$ cat src/rtl/bcd_countdown_timer_pkg.sv
// ============================================================================
//  Module : countdown_pkg
//  Brief  : State encoding, BCD limits and load sanitising for the MM:SS countdown timer.
//  Rev    : 1.0  initial release
// ============================================================================
`default_nettype none

package countdown_pkg;

   typedef enum logic [1:0] {
      IDLE   = 2'd0,
      RUN    = 2'd1,
      PAUSED = 2'd2,
      DONE   = 2'd3
   } state_e;

   localparam logic [3:0] BCD_MAX_ONES     = 4'd9;
   localparam logic [3:0] BCD_MAX_TENS_SEC = 4'd5;

   // Clamp each digit to its legal range, so the largest loadable time is 99:59
   function automatic logic [15:0] bcd_sanitise(input logic [15:0] v);
      logic [3:0] mt, mo, st, so;
      mt = (v[15:12] > BCD_MAX_ONES)     ? BCD_MAX_ONES     : v[15:12];
      mo = (v[11:8]  > BCD_MAX_ONES)     ? BCD_MAX_ONES     : v[11:8];
      st = (v[7:4]   > BCD_MAX_TENS_SEC) ? BCD_MAX_TENS_SEC : v[7:4];
      so = (v[3:0]   > BCD_MAX_ONES)     ? BCD_MAX_ONES     : v[3:0];
      return {mt, mo, st, so};
   endfunction

endpackage

`default_nettype wire

$ cat src/rtl/bcd_countdown_timer_if.sv
// ============================================================================
//  Module : bcd_countdown_timer_if
//  Brief  : Control and status bundle of the countdown timer (master = controller).
//  Rev    : 1.0  initial release
// ============================================================================
`default_nettype none

interface bcd_countdown_timer_if;
   logic        clear;
   logic        load;
   logic [15:0] load_value;
   logic        start;
   logic        pause;
   logic [15:0] value;
   logic        running;
   logic        expired;
   logic        done;

   modport master (
      output clear, load, load_value, start, pause,
      input  value, running, expired, done
   );

   modport slave (
      input  clear, load, load_value, start, pause,
      output value, running, expired, done
   );
endinterface

`default_nettype wire

$ cat src/rtl/bcd_countdown_timer_dec.sv
// ============================================================================
//  Module : bcd_digit_dec
//  Brief  : One BCD digit of the decrement chain; wraps to max_val on borrow.
//  Rev    : 1.0  initial release
// ============================================================================
`default_nettype none

module bcd_digit_dec (
   input  wire logic [3:0] digit,
   input  wire logic       borrow_in,
   input  wire logic [3:0] max_val,
   output logic      [3:0] digit_next,
   output logic            borrow_out
);

   logic [4:0] w_sum;

   // Adding 1110 + 1 is d-1 in four bits; no carry-out means the digit was 0
   always_comb begin
      w_sum      = {1'b0, digit} + 5'b01110 + 5'd1;
      borrow_out = borrow_in & ~w_sum[4];
      if (!borrow_in)
         digit_next = digit;
      else if (!w_sum[4])
         digit_next = max_val;
      else
         digit_next = w_sum[3:0];
   end

endmodule

`default_nettype wire

$ cat src/rtl/bcd_countdown_timer.sv
// ============================================================================
//  Module : bcd_countdown_timer
//  Brief  : MM:SS BCD countdown with prescaler and IDLE/RUN/PAUSED/DONE FSM.
//           Optional AUTO_RELOAD_EN: restart from the last loaded time on expiry.
//  Rev    : 1.0  initial release
// ============================================================================
`default_nettype none

module bcd_countdown_timer
   import countdown_pkg::*;
#(
   parameter int TICK_DIV = 50_000_000,
   parameter int CNT_W    = 26
) (
   input wire logic              clk,
   input wire logic              rst_n,
   bcd_countdown_timer_if.slave  bus
);

   localparam logic [1:0]       ST_IDLE   = IDLE;
   localparam logic [1:0]       ST_RUN    = RUN;
   localparam logic [1:0]       ST_PAUSED = PAUSED;
   localparam logic [1:0]       ST_DONE   = DONE;
   localparam logic [CNT_W-1:0] TICK_LAST = CNT_W'(TICK_DIV - 1);

   logic [1:0]       r_state,   w_state_nxt;
   logic [15:0]      r_value,   w_value_nxt;
   logic [CNT_W-1:0] r_presc,   w_presc_nxt;
   logic             r_expired, w_expired_nxt;
   logic             r_running;
   logic             r_done;
   logic [15:0]      w_load_val;
   logic             w_tick;
   logic [15:0]      w_dec;
   logic [4:0]       w_borrow;
`ifdef AUTO_RELOAD_EN
   logic [15:0]      r_shadow,  w_shadow_nxt;
`endif

   assign w_load_val  = bcd_sanitise(bus.load_value);
   assign w_tick      = (r_state == ST_RUN) && (r_presc == TICK_LAST);
   assign w_borrow[0] = w_tick;

   // Digit order: 0 = sec_ones, 1 = sec_tens, 2 = min_ones, 3 = min_tens
   generate
      for (genvar gi = 0; gi < 4; gi++) begin : g_digit
         bcd_digit_dec u_dec (
            .digit      (r_value[4*gi +: 4]),
            .borrow_in  (w_borrow[gi]),
            .max_val    ((gi == 1) ? BCD_MAX_TENS_SEC : BCD_MAX_ONES),
            .digit_next (w_dec[4*gi +: 4]),
            .borrow_out (w_borrow[gi+1])
         );
      end
   endgenerate

   always_comb begin
      w_state_nxt   = r_state;
      w_value_nxt   = r_value;
      w_presc_nxt   = r_presc;
      w_expired_nxt = 1'b0;
`ifdef AUTO_RELOAD_EN
      w_shadow_nxt  = r_shadow;
`endif
      if (bus.clear) begin
         w_state_nxt = ST_IDLE;
         w_value_nxt = 16'h0000;
         w_presc_nxt = '0;
`ifdef AUTO_RELOAD_EN
         w_shadow_nxt = 16'h0000;
`endif
      end else begin
         if (bus.load) begin
            w_value_nxt = w_load_val;
            w_presc_nxt = '0;
`ifdef AUTO_RELOAD_EN
            w_shadow_nxt = w_load_val;
`endif
         end
         case (r_state)
            ST_IDLE: begin
               if (bus.start && !bus.pause) begin
                  if (w_value_nxt != 16'h0000) begin
                     w_state_nxt = ST_RUN;
                  end else begin
                     w_state_nxt   = ST_DONE;
                     w_expired_nxt = 1'b1;
                  end
               end
            end
            ST_RUN: begin
               if (bus.pause) begin
                  w_state_nxt = ST_PAUSED;
               end else if (!bus.load) begin
                  w_presc_nxt = w_tick ? '0 : r_presc + CNT_W'(1);
                  // A top-digit borrow means the value was already 0000
                  if (w_tick && (w_dec == 16'h0000 || w_borrow[4])) begin
                     w_expired_nxt = 1'b1;
                     w_value_nxt   = 16'h0000;
`ifdef AUTO_RELOAD_EN
                     if (r_shadow != 16'h0000)
                        w_value_nxt = r_shadow;
                     else
                        w_state_nxt = ST_DONE;
`else
                     w_state_nxt = ST_DONE;
`endif
                  end else if (w_tick) begin
                     w_value_nxt = w_dec;
                  end
               end
            end
            ST_PAUSED: begin
               if (bus.start && !bus.pause)
                  w_state_nxt = ST_RUN;
            end
            ST_DONE: begin
               if (bus.load)
                  w_state_nxt = ST_IDLE;
            end
            default: w_state_nxt = ST_IDLE;
         endcase
      end
   end

   always_ff @(posedge clk or negedge rst_n) begin
      if (!rst_n) begin
         r_state   <= ST_IDLE;
         r_value   <= 16'h0000;
         r_presc   <= '0;
         r_expired <= 1'b0;
         r_running <= 1'b0;
         r_done    <= 1'b0;
`ifdef AUTO_RELOAD_EN
         r_shadow  <= 16'h0000;
`endif
      end else begin
         r_state   <= w_state_nxt;
         r_value   <= w_value_nxt;
         r_presc   <= w_presc_nxt;
         r_expired <= w_expired_nxt;
         r_running <= (w_state_nxt == ST_RUN);
         r_done    <= (w_state_nxt == ST_DONE);
`ifdef AUTO_RELOAD_EN
         r_shadow  <= w_shadow_nxt;
`endif
      end
   end

   assign bus.value   = r_value;
   assign bus.running = r_running;
   assign bus.expired = r_expired;
   assign bus.done    = r_done;

endmodule

`default_nettype wire
$ cat src/flat_wrapper.sv
// flat-port wrapper written by rule: the top's interface ports become plain ports
module bcd_countdown_timer_flat import countdown_pkg::*;
#(
   parameter int TICK_DIV = 50_000_000,
   parameter int CNT_W    = 26
)
  (clk, rst_n, bus_clear, bus_load, bus_load_value, bus_start, bus_pause, bus_value, bus_running, bus_expired, bus_done);
  bcd_countdown_timer_if bus_i ();
  input wire logic clk;
  input wire logic rst_n;
  input wire logic [$bits(bus_i.clear)-1:0] bus_clear;
  input wire logic [$bits(bus_i.load)-1:0] bus_load;
  input wire logic [$bits(bus_i.load_value)-1:0] bus_load_value;
  input wire logic [$bits(bus_i.start)-1:0] bus_start;
  input wire logic [$bits(bus_i.pause)-1:0] bus_pause;
  output wire logic [$bits(bus_i.value)-1:0] bus_value;
  output wire logic [$bits(bus_i.running)-1:0] bus_running;
  output wire logic [$bits(bus_i.expired)-1:0] bus_expired;
  output wire logic [$bits(bus_i.done)-1:0] bus_done;
  assign bus_i.clear = bus_clear;
  assign bus_i.load = bus_load;
  assign bus_i.load_value = bus_load_value;
  assign bus_i.start = bus_start;
  assign bus_i.pause = bus_pause;
  assign bus_value = bus_i.value;
  assign bus_running = bus_i.running;
  assign bus_expired = bus_i.expired;
  assign bus_done = bus_i.done;
  bcd_countdown_timer #(.TICK_DIV(TICK_DIV), .CNT_W(CNT_W)) u_core (.clk(clk), .rst_n(rst_n), .bus(bus_i));
endmodule
$ cat config.mk
export PLATFORM = sky130hd
export DESIGN_NAME = bcd_countdown_timer_flat
export DESIGN_NICKNAME = d
export VERILOG_FILES = /design/src/rtl/bcd_countdown_timer_pkg.sv /design/src/rtl/bcd_countdown_timer_if.sv /design/src/rtl/bcd_countdown_timer_dec.sv /design/src/rtl/bcd_countdown_timer.sv /design/src/flat_wrapper.sv
export SDC_FILE = /design/constraint.sdc
export NUM_CORES = 1
export LEC_CHECK = 0
export CORE_UTILIZATION = 57
export CTS_CLUSTER_DIAMETER = 40
export DETAILED_ROUTE_END_ITERATION = 8
export DONT_BUFFER_PORTS = 1
export GPL_TIMING_DRIVEN = 1
export HOLD_SLACK_MARGIN = 0.08
export PLACE_DENSITY_LB_ADDON = 0.25
export SLEW_MARGIN = 20
export SYNTH_ARGS = -nofsm -noshare
export SYNTH_HDL_FRONTEND = slang
export SYNTH_HIERARCHICAL = 1
export SYNTH_SLANG_ARGS = --single-unit
$ cat constraint.sdc
create_clock -name clk -period 4.15 [get_ports clk]
set_input_delay 0.83 -clock clk [delete_from_list [all_inputs] [get_ports clk]]
set_output_delay 0.83 -clock clk [all_outputs]
set_load 0.05 [all_outputs]
* Word level (Yosys, flattened, before mapping)
Cells that the tools add are included.
** Word-level totals
- Register bits after elaboration :: 47
- Latch bits :: 0
- RAM bits :: 0
- Word-level logic and storage cells :: 83
- Memories kept :: 0
- ROM bits :: 0
** Operators by class
- Add/subtract/negate cells :: 9
- Shifts and indexed selects :: 0
- Equal/unequal tests :: 6
- Magnitude comparators :: 4
- Div/mod/pow operators :: 0
- $mul :: 0
- Reductions and logical operators :: 8
- Bitwise logic cells :: 8
- Muxes and demuxes :: 42
** Operators by type and width (count)
- $mux W26 :: 6
- $mux W16 :: 8
- $mux W4 :: 12
- $add A26 B1 Y26 const B :: 1
- $eq A26 B26 Y1 const B :: 1
- $add A4 B4 Y5 const B :: 4
- $add A5 B1 Y5 const B :: 4
- $logic_not A16 Y1 :: 1
- $mux W2 :: 8
- $reduce_bool A16 Y1 :: 1
- $gt A4 B4 Y1 const B :: 3
- $pmux W2 S4 :: 1
- $eq A2 B2 Y1 const B :: 3
- $mux W1 :: 6
- $and A1 B1 Y1 :: 4
- $eq A2 B1 Y1 const B :: 2
- $gt A4 B3 Y1 const B :: 1
- $not A1 Y1 :: 4
- $logic_and A1 B1 Y1 :: 3
- $logic_not A2 Y1 :: 1
- $pmux W1 S2 :: 1
- $logic_not A1 Y1 :: 1
- $logic_or A1 B1 Y1 :: 1

* Depth between registers and ports, before layout
- Depth after elaboration :: 16
- Depth in mapped cells :: 20

* Modules after synthesis
Netlist, hierarchy kept.
** Modules (own cells, without submodules)
- bcd_countdown_timer :: sequential area each 1176.1 um^2, area an instance 2905.3 um^2, cells an instance 339, instances 1
- bcd_digit_dec :: sequential area each 0.0 um^2, area an instance 160.2 um^2, cells an instance 23, instances 4

* Worst setup path before layout
No wires, ideal clock.
- Path type :: reg-to-reg
- Start point :: register u_core.r_presc[0]
- End point :: register u_core.r_value[13], in the netlist u_core/bus.value[13]
- Data required time :: 4072 ps
- Data arrival time :: 3739 ps
- Slack :: 333 ps
- Cell stages (with the launch flop) :: 20
- Setup time :: 78 ps
- Cells stage by stage :: dfrtp_1 -> ha_1 -> and3_1 -> and4_1 -> nand2_1 -> inv_1 -> buf_6 -> and2_2 -> buf_6 -> and2_2 -> buf_6 -> and2_2 -> buf_6 -> and3_1 -> nor3_1 -> nor4_1 -> a41oi_1 -> clkbuf_1 -> nand3_1 -> a21oi_1
** On the way
- Cells in the longest elaborated chain, start to end :: 14
- Elaborated cells between the ends (all ways) :: 19
- Classes of those cells :: 1 x eq/ne; 10 x mux; 4 x bitwise; 4 x reduce/logical
** Ends and longest elaborated chain
- start: declaration :: line bcd_countdown_timer.sv:28 : logic [CNT_W-1:0] r_presc, w_presc_nxt;
- start signal: assignment :: line bcd_countdown_timer.sv:140 : r_presc <= w_presc_nxt;
- $eq A26 B26 Y1 :: line bcd_countdown_timer.sv:41 : assign w_tick = (r_state == ST_RUN) && (r_presc == TICK_LAST);
- $logic_and A1 B1 Y1 :: line bcd_countdown_timer.sv:41
- net u_core.w_borrow[0] :: line bcd_countdown_timer.sv:35 : logic [4:0] w_borrow;
- $and A1 B1 Y1 :: line bcd_countdown_timer_dec.sv:21 : borrow_out = borrow_in & ~w_sum[4];
- net u_core.w_borrow[1] :: line bcd_countdown_timer.sv:35
- $and A1 B1 Y1 :: line bcd_countdown_timer_dec.sv:21
- net u_core.w_borrow[2] :: line bcd_countdown_timer.sv:35
- $and A1 B1 Y1 :: line bcd_countdown_timer_dec.sv:21
- net u_core.w_borrow[3] :: line bcd_countdown_timer.sv:35
- [... 1 more ...]
- net u_core.w_dec[15] :: line bcd_countdown_timer.sv:34 : logic [15:0] w_dec;
- [... 1 more ...]
- $logic_or A1 B1 Y1 :: line bcd_countdown_timer.sv:97 : if (w_tick && (w_dec == 16'h0000 || w_borrow[4])) begin
- $logic_and A1 B1 Y1 :: line bcd_countdown_timer.sv:97
- $mux W16 :: line bcd_countdown_timer.sv:97
- $mux W16 :: line bcd_countdown_timer.sv:94 : end else if (!bus.load) begin
- $mux W16 :: line bcd_countdown_timer.sv:92 : if (bus.pause) begin
- $mux W16 :: line bcd_countdown_timer.sv:80 : case (r_state)
- $mux W16 :: line bcd_countdown_timer.sv:65 : if (bus.clear) begin
- net u_core.w_value_nxt[13] :: line bcd_countdown_timer.sv:27 : logic [15:0] r_value, w_value_nxt;
- end signal: assignment :: line bcd_countdown_timer.sv:139 : r_value <= w_value_nxt;
- end: declaration :: line bcd_countdown_timer.sv:27
The timed path passes the listed nets, and every way through them passes these cells.

* Final worst setup path
- Start point :: register u_core.r_presc[0]
- End point :: register u_core.r_running, in the netlist u_core/bus.running
** On the way
- Cells in the longest elaborated chain, start to end :: 15
- Elaborated cells between the ends (all ways) :: 19
- Classes of those cells :: 2 x eq/ne; 9 x mux; 4 x bitwise; 4 x reduce/logical
** Ends and longest elaborated chain
- $eq A26 B26 Y1 :: line bcd_countdown_timer.sv:41
- $logic_and A1 B1 Y1 :: line bcd_countdown_timer.sv:41
- net u_core.w_borrow[0] :: line bcd_countdown_timer.sv:35
- $and A1 B1 Y1 :: line bcd_countdown_timer_dec.sv:21
- net u_core.w_borrow[1] :: line bcd_countdown_timer.sv:35
- $and A1 B1 Y1 :: line bcd_countdown_timer_dec.sv:21
- net u_core.w_borrow[2] :: line bcd_countdown_timer.sv:35
- $and A1 B1 Y1 :: line bcd_countdown_timer_dec.sv:21
- net u_core.w_borrow[3] :: line bcd_countdown_timer.sv:35
- [... 1 more ...]
- net u_core.w_dec[14] :: line bcd_countdown_timer.sv:34
- [... 1 more ...]
- $logic_or A1 B1 Y1 :: line bcd_countdown_timer.sv:97
- $logic_and A1 B1 Y1 :: line bcd_countdown_timer.sv:97
- $mux W2 :: line bcd_countdown_timer.sv:97
- $mux W2 :: line bcd_countdown_timer.sv:94
- $mux W2 :: line bcd_countdown_timer.sv:92
- $pmux W2 S4 :: line bcd_countdown_timer.sv:80
- $mux W2 :: line bcd_countdown_timer.sv:65
- $eq A2 B1 Y1 :: line bcd_countdown_timer.sv:142 : r_running <= (w_state_nxt == ST_RUN);
- end signal: assignment :: line bcd_countdown_timer.sv:142
- end: declaration :: line bcd_countdown_timer.sv:30 : logic r_running;
The timed path passes the listed nets, and every way through them passes these cells.

==> flow_summary.json <==
{
  "die_w_um": 80.9,
  "cp_top_family": "simple AND/OR/NAND/NOR gates",
  "yosysTopAreaCell": "dfrtp_1",
  "num_antenna_cells": 0,
  "drive_above_1_share_pct": 10.2,
  "start_util_pct": 59.5,
  "grt_pass1_wl_um": 15000,
  "peakVddDrop_v": 0.000182,
  "h-tree-depth": 2,
  "antenna_found_initial": 0,
  "cts_root_buffer": "clkbuf_8",
  "reg2reg_setup_slack_ns": 0.33,
  "crit_buf_inv": 2,
  "final_cells": 515,
  "synthFlopType": "dfrtp_1",
  "drtPass1Iterations": 5,
  "startpoint_type": "flop",
  "finalWorstSetupSlack_ns": 0.334,
  "hold_viol": 0,
  "wl_per_cell_um": 18.0,
  "area_growth_syn_to_layout_pct": 5.43,
  "hold_class": "in -> async",
  "r2r-start": "u_core/r_presc[0]",
  "powerDensity_nw_per_um2": 249,
  "crit_chain": "ha_1 > and3_1 > and4_2 > nand2_1 > inv_1 > and2_2 > and2_4 > and2_2 > nand2_1 > nand2_1 > o21ai_0 > nor4_2 > a41oi_2 > buf_4 > o31ai_1 > a32oi_1 > and2_1",
  "worst_pin_slew_ns": 0.968,
  "die_area_sq_um": 6540,
  "p_leak_nw": 1.47,
  "critical_path_required_ns": 4.35,
  "cts_tree": "built",
  "grt_max_degree": 48,
  "clockBufferDepth": 2,
  "maxSlewViolCount": 0,
  "grt-ovfl-total": 0,
  "placed_cells": 507,
  "r2r_end": "u_core/bus.running",
  "synth_warnings": 6,
  "pre_cts_ws_ns": 0.214,
  "crit_fanout": 10,
  "setup_violations": 0,
  "drtAntennaViolNets": 0,
  "portBuffers": 0,
  "avgSynthCellArea_sq_um": 8.23,
  "synth_seq_area_share_pct": 33.2,
  "routed_wl_um": 9290,
  "period_share_pct": 91.9,
  "grt_pass1_vias": 3277,
  "slowest_delay_ns": 0.41,
  "cts_made_buffers": 5,
  "status": "finished, final reports clean",
  "gp_congestion": 0.929,
  "skew_ns": 0.00601,
  "rows": 28,
  "cts_setup_buffers": 0,
  "fmax_mhz": 262,
  "synthArstFlopShare_pct": 100,
  "critical_path.slowest_cell": "dfrtp_1",
  "ys_ff_latch": 47,
  "io_pins": 41,
  "yosys-top-cells-area": "dfrtp_1 (33%), a21oi_1 (6.1%), nand2_1 (4.0%), nand3_1 (3.8%), nor3_1 (3.1%)",
  "crit_top_cell": "nand2_1",
  "netlist_area_sq_um": 3550,
  "drv_cap": 0,
  "worst_setup_path_end_kind": "flop",
  "fin_util_pct": 62.8,
  "fin_nets": 466,
  "final.setup.tns_ns": 0,
  "synth_cells": 431,
  "num_vias": 3379,
  "ff2ff_path_depth": 17,
  "synth.distinct_cells": 63,
  "cts.sinks": 47,
  "gr-usage-all-layers_pct": 29.8,
  "die_h_um": 80.9,
  "cp.arrival_ns": 4.02,
  "timing.setup.critical_path_class": "reg -> reg",
  "drt-initial-drc-count": 241,
  "synth_top_cell_area_share_pct": 33.2,
  "worstSkewPairLatency_ns": 0.30,
  "vias_per_cell": 6.56,
  "dpl.hpwl_um": 6740,
  "period_needed_ns": 3.82,
  "clkTransAtPathRegs_ns": 0.09,
  "core_sq_um": 5960,
  "crit_start": "u_core/r_presc[0]",
  "drc_errors": 0,
  "rsz0062_at_grt": "no",
  "synth_edf_count": 0,
  "slew_headroom_pct": 35.3
}
where the power goes:
group | internal [mW] | switching, mW | leakage (nW)
Clock | 0.119 | 0.153 | 0.0422
Combinational | 0.0639 | 0.0814 | 0.784
Sequential | 0.467 | 0.0468 | 0.644
Total | 0.649 | 0.281 | 1.47
cells by family after synthesis:
logic type      synth area share, %
compound gates                 22.6
fa+ha+maj                      1.76
buf+inv                        5.75
flops                          33.2
mux                            2.29
other cells                   0.212
simple gates                   34.2
layout by cell type (no fill, tap or decap), types with 4 or more instances in the layout:
master    Yosys  final
a21o_1        5      5
a21oi_1      43     43
a31oi_1      17     17
and2b_2       4      4
and3_1       10     10
buf_4         4     10
clkbuf_8      0      5
conb_1        2     16
dfrtp_1      47     47
ha_1          5      5
inv_1        17     17
mux2i_1       7      7
nand2_1      38     38
nand2b_1     14     14
nand3_1      27     27
nand3b_1      7      7
nand4_1       8      8
nor2_1       24     24
nor2b_1       4      4
nor3_1       22     22
nor3b_1       4      4
nor3b_4       4      4
nor4_1        9      7
nor4_2        2      4
o211ai_1      5      5
o21ai_0      18     18
o221ai_1      5      5
or3b_1        5      5
metal layers:
metal  part of all wire [%]  track usage, %  vias to the layer above
met2                     50            52.1                      132
met5                      0               0                        -
met4                    1.8            14.1                        0
li1                       -               -                     1622
met3                    6.5            6.07                       20
met1                     42            34.8                     1605
sequential cells by signal (all words and copies together), names as in the netlist:
signal / cells
u_core/bus.running: 1
u_core/bus.done: 1
u_core/r_presc: 26
u_core/bus.expired: 1
u_core/r_state: 2
u_core/bus.value: 16
timing repair:
action,4_1_cts,5_1_grt
endpoints found under the setup margin,0,14
resized for setup,0,5
hold buffers,0,0
area by class of cell:
| type | instances | area, sq um |
|---|---|---|
| Clock buffer | 7 | 76.3 |
| Clock inverter | 1 | 5.00 |
| Fill cell | 527 | 2220 |
| Inverter | 17 | 63.8 |
| Multi-Input combinational cell | 358 | 2250 |
| Sequential cell | 47 | 1180 |
| Tap cell | 75 | 93.8 |
| Timing Repair Buffer | 10 | 75.1 |
synthesized netlist by cell type (3+ instances only):
cell type / number
a31oi_1: 17
and4_1: 3
nand4_1: 8
a32oi_1: 3
and2_2: 4
nand3_1: 27
nor3_1: 22
dfrtp_1: 47
o221ai_1: 5
a41oi_1: 4
o211ai_1: 5
buf_2: 6
o21ai_0: 18
nor4_1: 9
or3b_1: 5
and3_1: 10
and2b_2: 4
ha_1: 5
a211oi_1: 3
clkbuf_1: 7
nand2b_1: 14
inv_1: 17
nor3b_1: 4
nand3b_1: 7
nor2_1: 24
nand2_1: 38
buf_6: 4
a21oi_1: 43
buf_4: 4
and2_1: 3
a21o_1: 5
mux2i_1: 7
nor3b_4: 4
nor2b_1: 4
per-stage QoR:
stage / hold slack, ns / area [sq um] / power, mW
2_1_floorplan: 0.442 / 3600 / 0.633
3_3_place_gp: 0.465 / 3630 / 0.658
3_5_place_dp: 0.473 / 3630 / 0.662
4_1_cts: 0.206 / 3720 / 0.931
5_1_grt: 0.197 / 3740 / 0.972
6_report: 0.211 / 3740 / 0.931
worst max path at each step:
stage	endpoint	cells past startpoint	slack (ns)
after CTS	u_core/bus.running	17	0.20
after global routing	u_core/bus.running	17	0.03
after global placement	u_core/bus.running	16	0.45
after floorplan	u_core/bus.value[13]	19	0.33
after detailed placement	u_core/bus.running	17	0.21
final	u_core/bus.running	17	0.33
(Power assumes the default switching activity.)
